===== src/rtl/data_cache.sv =====
// Direct-mapped 16-line write-back, write-allocate data cache.
// Zero-latency hits; misses stall through optional writeback then fill.
module data_cache (
    input  logic        clk,
    input  logic        rst_n,
    input  logic [15:0] addr,
    input  logic        re,
    input  logic        we,
    input  logic [15:0] wrt_data,
    output logic [15:0] rd_data,
    output logic        stall,
    output logic [15:0] mem_addr,
    output logic        mem_re,
    output logic        mem_we,
    output logic [15:0] mem_wrt_data,
    input  logic [15:0] mem_rd_data,
    input  logic        mem_rdy
);

    typedef enum logic [1:0] {
        IDLE      = 2'd0,
        WRITEBACK = 2'd1,
        FILL      = 2'd2
    } state_e;

    state_e      state_q;
    logic [15:0] data_q [16];
    logic [11:0] tag_q  [16];
    logic [15:0] valid_q;
    logic [15:0] dirty_q;

    logic [3:0]  idx;
    logic [11:0] tag_in;
    logic        req;
    logic        hit;
    logic        victim_dirty;
    logic        in_idle;

    assign idx          = addr[3:0];
    assign tag_in       = addr[15:4];
    assign req          = re | we;
    assign hit          = req & valid_q[idx] & (tag_q[idx] == tag_in);
    assign victim_dirty = valid_q[idx] & dirty_q[idx];
    assign in_idle      = (state_q == IDLE);

    always_ff @(posedge clk or negedge rst_n) begin
        if (!rst_n) begin
            state_q <= IDLE;
            valid_q <= '0;
            dirty_q <= '0;
        end else begin
            unique case (state_q)
                IDLE: begin
                    if (hit && we) begin
                        dirty_q[idx] <= 1'b1;
                    end else if (req && !hit) begin
                        state_q <= victim_dirty ? WRITEBACK : FILL;
                    end
                end
                WRITEBACK: begin
                    if (mem_rdy) begin
                        dirty_q[idx] <= 1'b0;
                        state_q      <= FILL;
                    end
                end
                FILL: begin
                    if (mem_rdy) begin
                        valid_q[idx] <= 1'b1;
                        dirty_q[idx] <= 1'b0;
                        state_q      <= IDLE;
                    end
                end
                default: state_q <= IDLE;
            endcase
        end
    end

    // Line storage is deliberately unreset; valid bits gate every use.
    always_ff @(posedge clk) begin
        if (in_idle && hit && we) begin
            data_q[idx] <= wrt_data;
        end else if (state_q == FILL && mem_rdy) begin
            data_q[idx] <= mem_rd_data;
            tag_q[idx]  <= tag_in;
        end
    end

    always_comb begin
        stall = 1'b0;
        if (rst_n) begin
            stall = in_idle ? (req & ~hit) : 1'b1;
        end
    end

    assign rd_data = (in_idle && re && hit) ? data_q[idx] : 16'h0000;

    assign mem_we       = (state_q == WRITEBACK);
    assign mem_re       = (state_q == FILL);
    assign mem_wrt_data = mem_we ? data_q[idx] : 16'h0000;

    always_comb begin
        mem_addr = 16'h0000;
        if (mem_we) begin
            mem_addr = {tag_q[idx], idx};
        end else if (mem_re) begin
            mem_addr = addr;
        end
    end

endmodule

===== config.mk =====
export PLATFORM = sky130hd
export DESIGN_NAME = data_cache
export DESIGN_NICKNAME = d
export VERILOG_FILES = /design/src/rtl/data_cache.sv
export SDC_FILE = /design/constraint.sdc
export NUM_CORES = 1
export LEC_CHECK = 0
export ABC_AREA = 1
export CORE_MARGIN = 3
export CORE_UTILIZATION = 45
export CTS_BUF_LIST = sky130_fd_sc_hd__clkbuf_4
export CTS_CLUSTER_SIZE = 10
export DETAILED_ROUTE_END_ITERATION = 7
export MAX_ROUTING_LAYER = met4
export SLEW_MARGIN = 15
export SYNTH_ARGS = -nofsm -noshare
export SYNTH_HDL_FRONTEND = slang
export SYNTH_SLANG_ARGS = --single-unit

===== constraint.sdc =====
create_clock -name clk -period 3.4 [get_ports clk]
set_input_delay 0.34 -clock clk [delete_from_list [all_inputs] [get_ports clk]]
set_output_delay 0.34 -clock clk [all_outputs]
set_load 0.05 [all_outputs]

* Word-level counts from Yosys, hierarchy flattened
Memory sizes are Yosys's and may differ from the RTL's. Cells that the tools add are included.
Storage, ports and cells: bits in registers 34, memory bits (writable) 448, input bits 53, output and inout port bits 51, logic and storage cells 69, memories 2
Operators by class: $lt $le $gt $ge 2, equality and inequality tests 9, mux-type cells 27, bitwise logic cells 11, reduce and logical (&&, ||, !) cells 15
Memories:
- data_q | words 16, width 16, rd ports 1, clocked after memory_dff 0, write ports 1, line 27 | logic [15:0] data_q [16];
- tag_q | words 16, width 12, rd ports 1, clocked after memory_dff 0, write ports 1, line 28 | logic [11:0] tag_q [16];
Operator list (number):
- 16-bit 2-to-1 mux | 7
- 16-bit OR | 2
- 16-bit case mux with 2 select lines | 1
- 16-bit bitwise AND | 1
- 16-bit inverter | 1
- 12-bit equality test | 1
- 1-bit 2-to-1 mux | 10
- 2-bit 2-to-1 mux | 5
- 2-bit by 1-bit inequality test with 1-bit output (second input constant) | 5
- 1-bit binary-select mux with 4-bit select | 2
- 1-bit logical AND | 8
- 2-bit case mux with 3 select lines | 1
- 4-bit by 5-bit < comparator with 1-bit output (second input constant) | 1
- 1-bit bitwise AND | 4
- 1-bit demux with 4-bit select | 1
- 4-bit by 1-bit greater-or-equal comparator with 1-bit output (second input constant) | 1
- 4-bit AND reduction | 1
- 3-bit AND reduction | 1
- 2-bit by 1-bit equality test with 1-bit output (second input constant) | 1
- 2-bit equality test (second input constant) | 1
- 2-bit zero test | 1
- 2-bit inequality test (second input constant) | 1
- 1-bit OR | 2
- 2-bit AND reduction | 1
- 4 further kinds | 4

* Logic depth before layout (Yosys ltp)
Gate-level depths: netlist of the first run.
word-level depth 9, gate-level depth with buffers 22, mapped depth without buffers 19

* Worst setup path before layout of the first run
Ideal clock, no wire load.
kind input port to flip-flop, start input port addr[0], end memory data_q[6][0] (enable), arrival 2808 ps, data required time 3012 ps, path slack 203 ps, stages 22, buffers on the path 4, cell sequence buf_4 > inv_2 > buf_4 > buf_4 > nand2_1 > nand2_1 > nand2_1 > nand3_1 > nand2_1 > nand2_1 > nor2_1 > nand2_1 > nand2_1 > nand3_1 > nor2_1 > nand2_1 > nor2_4 > nand3_4 > nand2_2 > inv_2 > buf_6 > nor2_1
Between the ends: cells in the longest elaborated chain, start to end 9, elaborated cells between the ends (all ways) 13, classes of those cells 1 x eq/ne; 6 x mux; 3 x bitwise; 2 x reduce/logical; 1 x memory
RTL lines:
- start: declaration | line 6 | input logic [15:0] addr,
- parallel branches: the longest is 9 deep, another holds memory 16 x 12 bit
- end: declaration | line 27
Parallel ways; which one is timed is not known. The select of a mux whose other input is x is not followed.

* Worst setup path in the final report of the first run
start input port addr[0], end output port mem_wrt_data[10]
Between the ends: cells in the longest elaborated chain, start to end 2
RTL lines:
- memory 16 x 16 bit
- 16-bit 2-to-1 mux | line 99 | assign mem_wrt_data = mem_we ? data_q[idx] : 16'h0000;
- end: declaration | line 15 | output logic [15:0] mem_wrt_data,
Every way passes these cells.

==> results by group, run 1 <==
Outcome
  • Status: finished, final reports clean

Worst setup path
  • Top Family by Delay on Critical Path: buffers and inverters
  • Reg-to-reg endpoint: data_q[15][5]
  • R2R depth: 19
  • Cell mode on critical path: buf_12
  • Flop-to-flop setup slack: about 0.56 ns
  • CP bufs+invs: 6
  • Crit path kind: input pin to output pin
  • Slowest stage delay, CP: 0.73 ns
  • Worst EP required: ~3.1 ns
  • CP cell instances: buf_4 > buf_12 > nand2_2 > inv_2 > buf_12 > buf_4 > a22oi_1 > a21oi_1 > nor4_1 > nor2_1 > buf_12
  • Critical path capture point type: output pin
  • CP max stage cell: nor4_1
  • Crit Reg-Reg Startpoint: tag_q[1][9]
  • Worst Path Arrival: 2.99 ns
  • Critical Path Start Type: input pin
  • Crit path max fanout: 35

Power and ir drop
  • Power density over the cells: 575 nW/um^2
  • Pwr Total: roughly 15 mW
  • Peak supply drop: ~0.32 mV
  • Static Leak: roughly 9.7 nW

Clock tree
  • Clock latency reported for the late side of the worst-skew pair: 0.86 ns
  • Num CTS Buffers: 117
  • Clk pin slew, worst setup/hold paths: 0.06 ns
  • CTS max path bufs: 3
  • CTS H-tree depth: 3
  • CTS tree: built
  • CTS Root Cell: clkbuf_4
  • CTS sink count: 482

Layout
  • Final core occ: 0.582
  • Most common cell after layout, fill and taps aside: nand2_1
  • Final std cells w/o fill: between 2000 and 3000
  • Final nets: about 2000
  • P&R area growth vs syn: 26.5%
  • Commonest non-fill, non-tap cells in the layout: nand2_1, edfxtp_1, clkbuf_4, a22oi_1, buf_12
  • Layout fillers: between 3000 and 4000
  • Ratio of cells with drive above 1 in the final layout: 0.223

Yosys
  • Synth Register Bits: between 400 and 500
  • Avg Inst Size Synth: ~12 um^2
  • Multiplexer share of the synthesized area: 0
  • Number of synthesis warnings: 0
  • Synth Area in Simple Gates: 0.168
  • Synth Net Count: 1782
  • Mapped Cells: 1725
  • Post-synthesis compound-gate area fraction: 0.0799
  • Post-Synth XOR/XNOR Area: 0
  • Synth cell types: 29
  • Combinational family with the most area after synthesis: simple AND/OR/NAND/NOR gates
  • Adder-cell area share of the yosys netlist: 0.00250
  • Synth Cell Area: 20000 um^2
  • Register area share after synthesis: 0.716

Routing
  • Drt pass-1 iters: 5
  • DR iter-0 viols: approximately 1600
  • Final WL: slightly below 60 mm
  • Wire per inst: about 22 um
  • Antenna violation net count after detailed routing: 0
  • Vias per cell: 5.48
  • Drt drc: 0
  • Vias: 14500

STA
  • Slew @ Worst Pin: 0.946 ns
  • Post-route minimum period: between 3 and 4 ns
  • Final setup viols: 0
  • Final Skew: 0.0630 ns
  • Max-slew violation count: 0
  • Fmax: 300 MHz
  • Setup TNS: 0 ns
  • RSZ-0062 raised after global routing: true
  • Max_slew headroom: 0.363
  • Final setup margin: ~0.069 ns
  • Fin crit share: 0.980
  • Final Hold Fails: 0

GRT
  • Antenna violations before repair: 1
  • GR Util All Layers: 0.257
  • GRT overflow: 0
  • First-pass GRT wire length: roughly 87 mm
  • Vias in the first global route: around 14000
  • Largest net degree at the start of global routing: just under 70

Placement
  • Placed insts: ~2400
  • GPL Wtd Cong: roughly 0.9
  • IO Port Bufs: between 100 and 150
  • Hpwl dp: between 30 and 40 mm
  • Setup Slack @ Placement: -0.0250 ns

Floorplan
  • Core Footprint: between 40000 and 50000 um^2
  • Rows: 76
  • Die area: 47000 um^2
  • Chip height: around 220 um
  • Ports: 104
  • Starting density of the core: 0.460
  • Die Width: around 220 um

Worst hold path
  • Hold Path Class: input pin to async pin

Flow run
  • Max-Cap Viols: 0
## cell usage after synthesis
cell      number  area share
o21ai_1        7      0.0018
clkbuf_1      55       0.010
nor2_1       107       0.020
o21ai_0       24      0.0060
dfrtp_1       34       0.043
nor3_1         3     0.00075
a21oi_1       69       0.017
and3_1         1     0.00031
nand2_1      595        0.11
nor4_1        16      0.0050
or2_2         10      0.0031
a22oi_1      136       0.051
nand4_1       20      0.0063
nand3_2        1     0.00050
ha_1           4      0.0025
nand2_2        3     0.00094
buf_2         26      0.0065
inv_1         70       0.013
nand3_4        1     0.00088
inv_2          4     0.00075
buf_6          2      0.0011
o31ai_1        1     0.00038
o22ai_1       11      0.0034
buf_4          4      0.0015
nor2_4         1     0.00056
buf_1          5     0.00094
nor2_2        10      0.0031
nand3_1       57       0.014
edfxtp_1     448        0.67
## state kept, by name, summed over array words and instances (netlist names), named ones only
signal / count
state_q: 2
valid_q: 16
data_q: 256
tag_q: 192
## through the flow
step	hold slack (ns)	instance area, um^2
after floorplan	0.0444	20000
after global placement	0.412	23500
after detailed placement	0.412	23500
after CTS	0.0124	25200
after global routing	0.0937	25300
final	0.0783	25300
## what timing repair did
item                                    CTS  global route
resized for setup                        57            31
setup buffers                             3             3
hold buffers                              1             0
pin swaps                                15            27
endpoints found under the setup margin   17            19
hold endpoints to repair                 34             0
gates cloned                              1             0
## area by class of cell
cell class	count	area, um^2	area share
Sequential cell	482	14300	0.566
Multi-Input combinational cell	1077	5330	0.211
Clock inverter	25	149	0.00589
Inverter	74	278	0.0110
Tap cell	585	732	0.0289
Timing Repair Buffer	237	3220	0.127
Clock buffer	169	1270	0.0502
Antenna cell	1	2.50	0.0000990
## metal layers
metal	up-vias	wire length [um]	share of wire	track usage
met5	-	0	0	-
met4	0	1440	0.025	0.0886
met3	97	4680	0.080	0.0409
met2	718	27800	0.48	0.398
met1	7035	24500	0.42	0.351
li1	6670	-	-	-
## how the worst max path moves through the flow
stage	end	slack, ns	startpoint	depth (start not counted)
finish	mem_wrt_data[10]	0.07	addr[0]	11
global route	rd_data[15]	-0.09	tag_q[14][1]	17
CTS	rd_data[13]	-0.001	tag_q[14][1]	17
detailed placement	data_q[0][5]	-0.03	addr[2]	19
global placement	data_q[14][5]	0.03	addr[3]	19
floorplan	data_q[6][0]	0.20	addr[0]	22
## power breakdown
group	switching, mW	internal, mW	leakage [nW]
Clock	2.21	2.34	0.850
Combinational	1.88	1.03	4.36
Sequential	0.108	6.96	4.44
Total	4.20	10.3	9.65
## logic make-up (layout without fill, tap and decap cells)
family / after synthesis / count (layout)
and+or+nand+nor: 825 / 825
DFF: 482 / 482
AOI/OAI and AO/OA: 248 / 248
buffers and inverters: 166 / 505
adders and majority gates: 4 / 4
other: 0 / 1
## worst register-to-register path, delay by kind of cell, from the launching register on
kind                   cells  cell delay (ns)
buffers and inverters      3             0.62
flip-flops                 1             0.37
AND/OR/NAND/NOR           16             1.58
Note: power is estimated with default switching activity, not from simulation.
==> run 2, diff against run 1 <==
==> constraint.sdc (replaced) <==
create_clock -name clk -period 3.5 [get_ports clk]
set_input_delay 0.35 -clock clk [delete_from_list [all_inputs] [get_ports clk]]
set_output_delay 0.35 -clock clk [all_outputs]
set_load 0.05 [all_outputs]
==> run 2 against run 1 <==
Net effect:
- die area unchanged
- wire length up 0.49%
- clock power about the same
- clock skew down 0.0064 ns
- sequential share of layout area up 0.30 points
- final cell count up 0.23%
- register-to-register slack better by 0.11 ns
- cell area down 0.53%
- via count down 0.38%
- highest routed layer unchanged
==> results by group, run 2 (synthesis gave the netlist of run 1 again) <==
Routing
  • Drt pass-1 iters: 7 (was 5)
  • DR iter-0 viols: 1745 (was 1608)
  • Final WL: 58.7 mm (was 58.4 mm)
  • Wire per inst: 22.1 um (was 22.0 um)
  • Antenna violation net count after detailed routing: 0 (unchanged)
  • Vias per cell: 5.45 (was 5.48)
  • Drt drc: 0 (unchanged)
  • Vias: 14500 (about the same)

Power and ir drop
  • Static Leak: 9.62 nW (was 9.65 nW)
  • Peak supply drop: 0.313 mV (was 0.323 mV)
  • Power density over the cells: 566 nW/um^2 (was 575 nW/um^2)
  • Pwr Total: 14.2 mW (was 14.5 mW)

STA
  • Max_slew headroom: 0.424 (was 0.363)
  • Final setup viols: 0 (unchanged)
  • Final Hold Fails: 0 (unchanged)
  • Max-slew violation count: 0 (unchanged)
  • Slew @ Worst Pin: 0.856 ns (was 0.946 ns)
  • Fin crit share: 0.956
  • Fmax: around 300 MHz
  • RSZ-0062 raised after global routing: true (unchanged)
  • Final Skew: 0.0566 ns (was 0.0630 ns)
  • Post-route minimum period: approximately 3.3 ns

Floorplan
  • Die Width: 217 um (unchanged)
  • Die area: 47000 um^2 (unchanged)
  • Ports: 104 (unchanged)
  • Core Footprint: 43500 um^2 (unchanged)
  • Chip height: 217 um (unchanged)
  • Rows: 76 (unchanged)
  • Starting density of the core: 0.460 (unchanged)

Placement
  • Hpwl dp: 37.9 mm (was 38.0 mm)
  • GPL Wtd Cong: 0.908 (was 0.915)
  • IO Port Bufs: 103 (unchanged)
  • Placed cell area: 23400 um^2 (was 23500 um^2)

Clock tree
  • CTS max path bufs: 3 (unchanged)
  • CTS tree: built (unchanged)
  • Clk pin slew, worst setup/hold paths: 0.07 ns (was 0.06 ns)
  • CTS H-tree depth: 3 (unchanged)
  • Clock latency reported for the late side of the worst-skew pair: 0.87 ns (was 0.86 ns)
  • CTS sink count: 482 (unchanged)
  • Num CTS Buffers: 117 (unchanged)
  • CTS Root Cell: clkbuf_4 (unchanged)

Worst setup path
  • CP max stage cell: nor4_1 (unchanged)
  • Cell mode on critical path: buf_4 (was buf_12)
  • Crit path kind: input pin to output pin (unchanged)
  • Worst EP required: 3.15 ns (was 3.06 ns)
  • Critical Path Start Type: input pin (unchanged)
  • CP cell instances: buf_4 > buf_4 > nand2_1 > buf_4 > inv_2 > buf_12 > a22oi_1 > a21oi_1 > nor4_1 > buf_4 > nor2_1 > buf_12 (was buf_4 > buf_12 > nand2_2 > inv_2 > buf_12 > buf_4 > a22oi_1 > a21oi_1 > nor4_1 > nor2_1 > buf_12)
  • Crit path max fanout: 68 (was 35)
  • Worst Path Arrival: 3.00 ns (was 2.99 ns)
  • Top Family by Delay on Critical Path: buffers and inverters (unchanged)
  • Slowest stage delay, CP: 0.61 ns (was 0.73 ns)
  • Critical path capture point type: output pin (unchanged)
  • CP bufs+invs: 7 (was 6)

GRT
  • GRT overflow: 0 (unchanged)
  • First-pass GRT wire length: 88.1 mm (was 87.3 mm)
  • Antenna violations before repair: 1 (unchanged)
  • Largest net degree at the start of global routing: 69 (unchanged)
  • Vias in the first global route: 14300 (was 14100)
  • GR Util All Layers: 0.259 (was 0.257)

Layout
  • Flip-flop count of the largest register after layout: 256 (unchanged)
  • Largest registers: data_q x256, tag_q x192, valid_q x16 (unchanged)
  • Post-route cell area: 25200 um^2 (was 25300 um^2)
  • Most common cell after layout, fill and taps aside: nand2_1 (unchanged)
  • Final core occ: 0.579 (was 0.582)
  • Commonest non-fill, non-tap cells in the layout: nand2_1, edfxtp_1, clkbuf_4, a22oi_1, buf_12 (unchanged)
  • Ratio of cells with drive above 1 in the final layout: 0.209 (was 0.223)
  • Biggest register: data_q (unchanged)
  • Final nets: 2047 (was 2046)
  • P&R area growth vs syn: 25.9% (was 26.5%)

Worst hold path
  • Hold Path Class: input pin to async pin (unchanged)

Flow run
  • Max-Cap Viols: 0 (unchanged)

Outcome
  • Status: finished, final reports clean (unchanged)
==> run 2: metal layers <==
metal	global-route usage	share of wire
met2	0.396	0.47
met4	0.102	0.032
met5	-	0
met3	0.0603	0.093
met1	0.339	0.41
==> run 2: through the flow <==
| step | TNS [ns] | hold slack [ns] | instances | setup slack (ns) |
|---|---|---|---|---|
| after floorplan | 0 | 0.0544 | 1725 | 0.293 |
| after global placement | 0 | 0.432 | 2448 | 0.146 |
| final | 0 | 0.0971 | 2656 | 0.154 |
| after global routing | -0.363 | 0.0976 | 2656 | -0.0499 |
| after CTS | 0 | 0.0487 | 2652 | 0.000966 |
| after detailed placement | 0 | 0.440 | 2448 | 0.0654 |
==> run 2: path summary, 6_finish.rpt <==
| path | start | end | slack, ns | cells after the start |
|---|---|---|---|---|
| max | addr[0] | mem_wrt_data[13] | 0.15 | 12 |
| min | rst_n | valid_q[3] | 0.1 | 3 |
| max reg2reg | tag_q[1][3] | data_q[0][5] | 0.67 | 19 |
| min reg2reg | valid_q[1] | valid_q[1] | 0.46 | 2 |
| max in group asynchronous | rst_n | valid_q[10] | 3.04 | 3 |
| min in group clk | addr[7] | tag_q[9][3] | 0.28 | 1 |
==> run 2: power by group <==
part / internal (mW) / switching, mW
Clock: 2.32 / 2.22
Sequential: 6.76 / 0.110
Combinational: 0.975 / 1.84
Total: 10.1 / 4.18
==> run 2: worst register-to-register path: stages (launching register included) <==
cell and delay, ns:
edfxtp_1 0.38, nand2_1 0.08, nand2_1 0.05, nand2_1 0.05
nand2_1 0.04, nand2_1 0.06, nand2_2 0.07, nor3_1 0.29
nor2_1 0.11, nand2_2 0.10, nor2_2 0.04, nand2_2 0.07
nor2_4 0.05, buf_4 0.14, nand3_4 0.06, buf_4 0.27
nand2_2 0.26, nand2_1 0.14, nand2_1 0.10, buf_12 0.17
==> run 2: timing repair <==
action | 4_1_cts | 5_1_grt
setup endpoints to repair | 17 | 17
pin swaps | 8 | 25
hold buffers | 1 | 0
setup buffers | 5 | 2
endpoints found under the hold margin | 34 | 0
resized for setup | 46 | 16
cloned | 1 | 0
==> run 2: layout make-up <==
cell class / count / area [um^2]
fill: 3574 / 18300
clock buffer: 159 / 1190
sequential: 482 / 14300
tap: 585 / 732
inverter: 74 / 278
antenna: 3 / 7.51
timing repair buffer: 238 / 3150
multi-input combinational: 1077 / 5240
clock inverter: 38 / 248
==> run 3, diff against run 2 <==
--- a/config.mk
+++ b/config.mk
@@ -6,12 +6,14 @@
 export NUM_CORES = 1
 export LEC_CHECK = 0
 export ABC_AREA = 1
+export CAP_MARGIN = 20
 export CORE_MARGIN = 3
 export CORE_UTILIZATION = 45
 export CTS_BUF_LIST = sky130_fd_sc_hd__clkbuf_4
 export CTS_CLUSTER_SIZE = 10
 export DETAILED_ROUTE_END_ITERATION = 7
 export MAX_ROUTING_LAYER = met4
+export SKIP_CTS_REPAIR_TIMING = 1
 export SLEW_MARGIN = 15
 export SYNTH_ARGS = -nofsm -noshare
 export SYNTH_HDL_FRONTEND = slang
==> run 3 against run 2 <==
Net effect:
- clock-buffer cell count unchanged
- first-iteration DRC count up 4.9%
- register-to-register slack worse by 0.04 ns
- worst hold slack better by 0.0061 ns
- highest routed layer unchanged
==> results by group, run 3 (synthesis gave the netlist of run 1 again) <==
Clock tree
  • CTS tree: built (unchanged)
  • Clk pin slew, worst setup/hold paths: 0.07 ns (about the same)
  • CTS max path bufs: 3 (unchanged)
  • CTS sink count: 482 (unchanged)
  • CTS H-tree depth: 3 (unchanged)
  • Num CTS Buffers: 117 (unchanged)
  • Clock latency reported for the late side of the worst-skew pair: 0.86 ns (was 0.87 ns)
  • CTS Root Cell: clkbuf_4 (unchanged)

Layout
  • Ratio of cells with drive above 1 in the final layout: 0.207 (was 0.209)
  • Final nets: 2046 (was 2047)
  • P&R area growth vs syn: 25.8% (was 25.9%)
  • Largest registers: data_q x256, tag_q x192, valid_q x16 (unchanged)
  • Final core occ: 0.579 (about the same)
  • Most common cell after layout, fill and taps aside: nand2_1 (unchanged)
  • Commonest non-fill, non-tap cells in the layout: nand2_1, edfxtp_1, clkbuf_4, a22oi_1, buf_12 (unchanged)
  • Flip-flop count of the largest register after layout: 256 (unchanged)
  • Biggest register: data_q (unchanged)

Routing
  • Vias per cell: 5.46 (was 5.45)
  • Antenna violation net count after detailed routing: 0 (unchanged)
  • Final WL: 59.0 mm (was 58.7 mm)
  • Wire per inst: 22.2 um (was 22.1 um)
  • DR iter-0 viols: 1830 (was 1745)
  • Drt drc: 0 (unchanged)
  • Vias: 14500 (about the same)
  • Drt pass-1 iters: 7 (unchanged)

GRT
  • Antenna violations before repair: 1 (unchanged)
  • First-pass GRT wire length: 87.5 mm (was 88.1 mm)
  • GR Util All Layers: 0.257 (was 0.259)
  • Vias in the first global route: 14200 (was 14300)
  • Largest net degree at the start of global routing: 69 (unchanged)
  • GRT overflow: 0 (unchanged)

Worst setup path
  • Worst Path Arrival: 3.07 ns (was 3.00 ns)
  • Crit path max fanout: 8 (was 68)
  • Critical path capture point type: output pin (unchanged)
  • Worst EP required: 3.15 ns (about the same)
  • Critical Path Start Type: flip-flop (was input pin)
  • Crit path kind: flip-flop to output pin (was input pin to output pin)

STA
  • Fmax: 292 MHz (was 299 MHz)
  • Final Skew: 0.0541 ns (was 0.0566 ns)
  • Final Hold Fails: 0 (unchanged)
  • Post-route minimum period: 3.42 ns (was 3.35 ns)
  • Max-slew violation count: 0 (unchanged)
  • Final setup viols: 0 (unchanged)
  • Slew @ Worst Pin: 0.928 ns (was 0.856 ns)
  • Hold WS: 0.103 ns (was 0.0971 ns)
  • RSZ-0062 raised after global routing: true (unchanged)
  • Max_slew headroom: 0.376 (was 0.424)
  • Fin crit share: 0.977 (was 0.956)
  • Setup TNS: 0 ns (unchanged)

Placement
  • IO Port Bufs: 103 (unchanged)
  • GPL Wtd Cong: 0.908 (unchanged)
  • Hpwl dp: 37.9 mm (unchanged)

Floorplan
  • Chip height: 217 um (unchanged)
  • Core Footprint: 43500 um^2 (unchanged)
  • Ports: 104 (unchanged)
  • Die area: 47000 um^2 (unchanged)
  • Die Width: 217 um (unchanged)
  • Rows: 76 (unchanged)
  • Starting density of the core: 0.460 (unchanged)

Power and ir drop
  • Power density over the cells: 566 nW/um^2 (about the same)
  • Peak supply drop: 0.313 mV (about the same)
  • Pwr Total: 14.2 mW (about the same)
  • Static Leak: 9.62 nW (about the same)

Outcome
  • Status: finished, final reports clean (unchanged)

Flow run
  • Max-Cap Viols: 0 (unchanged)

Worst hold path
  • Hold Path Class: input pin to async pin (unchanged)
==> run 3: changes by cell type in the layout (fill, tap and decap cells not counted), sizes merged <==
cell / delta
diode: +2
buf: -2
clkbuf: +1
==> run 3: layer usage <==
metal,routed length (um),GRT usage,vias up,part of all wire
li1,-,-,6662,-
met1,23900,0.339,6965,0.41
met2,27500,0.394,770,0.47
met3,5680,0.0575,122,0.096
met4,1950,0.0991,0,0.033
met5,0,-,-,0
==> run 3: area by class of cell <==
type / count / area (um^2)
Tap cell: 585 / 732
Clock inverter: 38 / 248
Sequential cell: 482 / 14300
Multi-Input combinational cell: 1077 / 5230
Timing Repair Buffer: 237 / 3140
Inverter: 74 / 278
Fill cell: 3577 / 18300
Clock buffer: 159 / 1190
Antenna cell: 5 / 12.5
==> run 3: worst paths after layout <==
kind,slack [ns],to,cells after the start,start
hold reg to reg,0.46,valid_q[1],2,valid_q[1]
setup reg to reg,0.63,data_q[0][5],19,tag_q[1][3]
max in group asynchronous,3.03,valid_q[10],3,rst_n
min in group clk,0.28,tag_q[9][3],1,addr[7]
hold / removal,0.10,valid_q[6],3,rst_n
setup / recovery,0.08,rd_data[3],17,tag_q[9][6]
==> run 3: worst max-delay path, stage by stage, from the launching register on <==
cell and delay [ns]:
edfxtp_1 0.35, nand2_1 0.08, nand2_1 0.06, nand2_1 0.07, nand3_1 0.06, nand2_1 0.07, nand2_2 0.08, nor2_4 0.13
nand2_1 0.06, nand2_1 0.08, nand3_2 0.09, nor2_4 0.15, nand2_2 0.08, nor2_4 0.16, nand3_4 0.15, clkbuf_16 0.26
nor2_4 0.14, buf_12 0.14
==> run 3: power by group <==
part | total [mW] | internal (mW) | switching [mW]
Combinational | 2.82 | 0.973 | 1.84
Clock | 4.55 | 2.32 | 2.23
Sequential | 6.87 | 6.76 | 0.109
==> run 3: through the flow <==
stage          setup WS (ns)  area, um^2  cells
4_1_cts               -0.228       24900   2645
6_report              0.0794       25100   2657
2_1_floorplan          0.293       20000   1725
5_1_grt               -0.133       25100   2657
3_3_place_gp           0.146       23400   2448
3_5_place_dp          0.0654       23400   2448
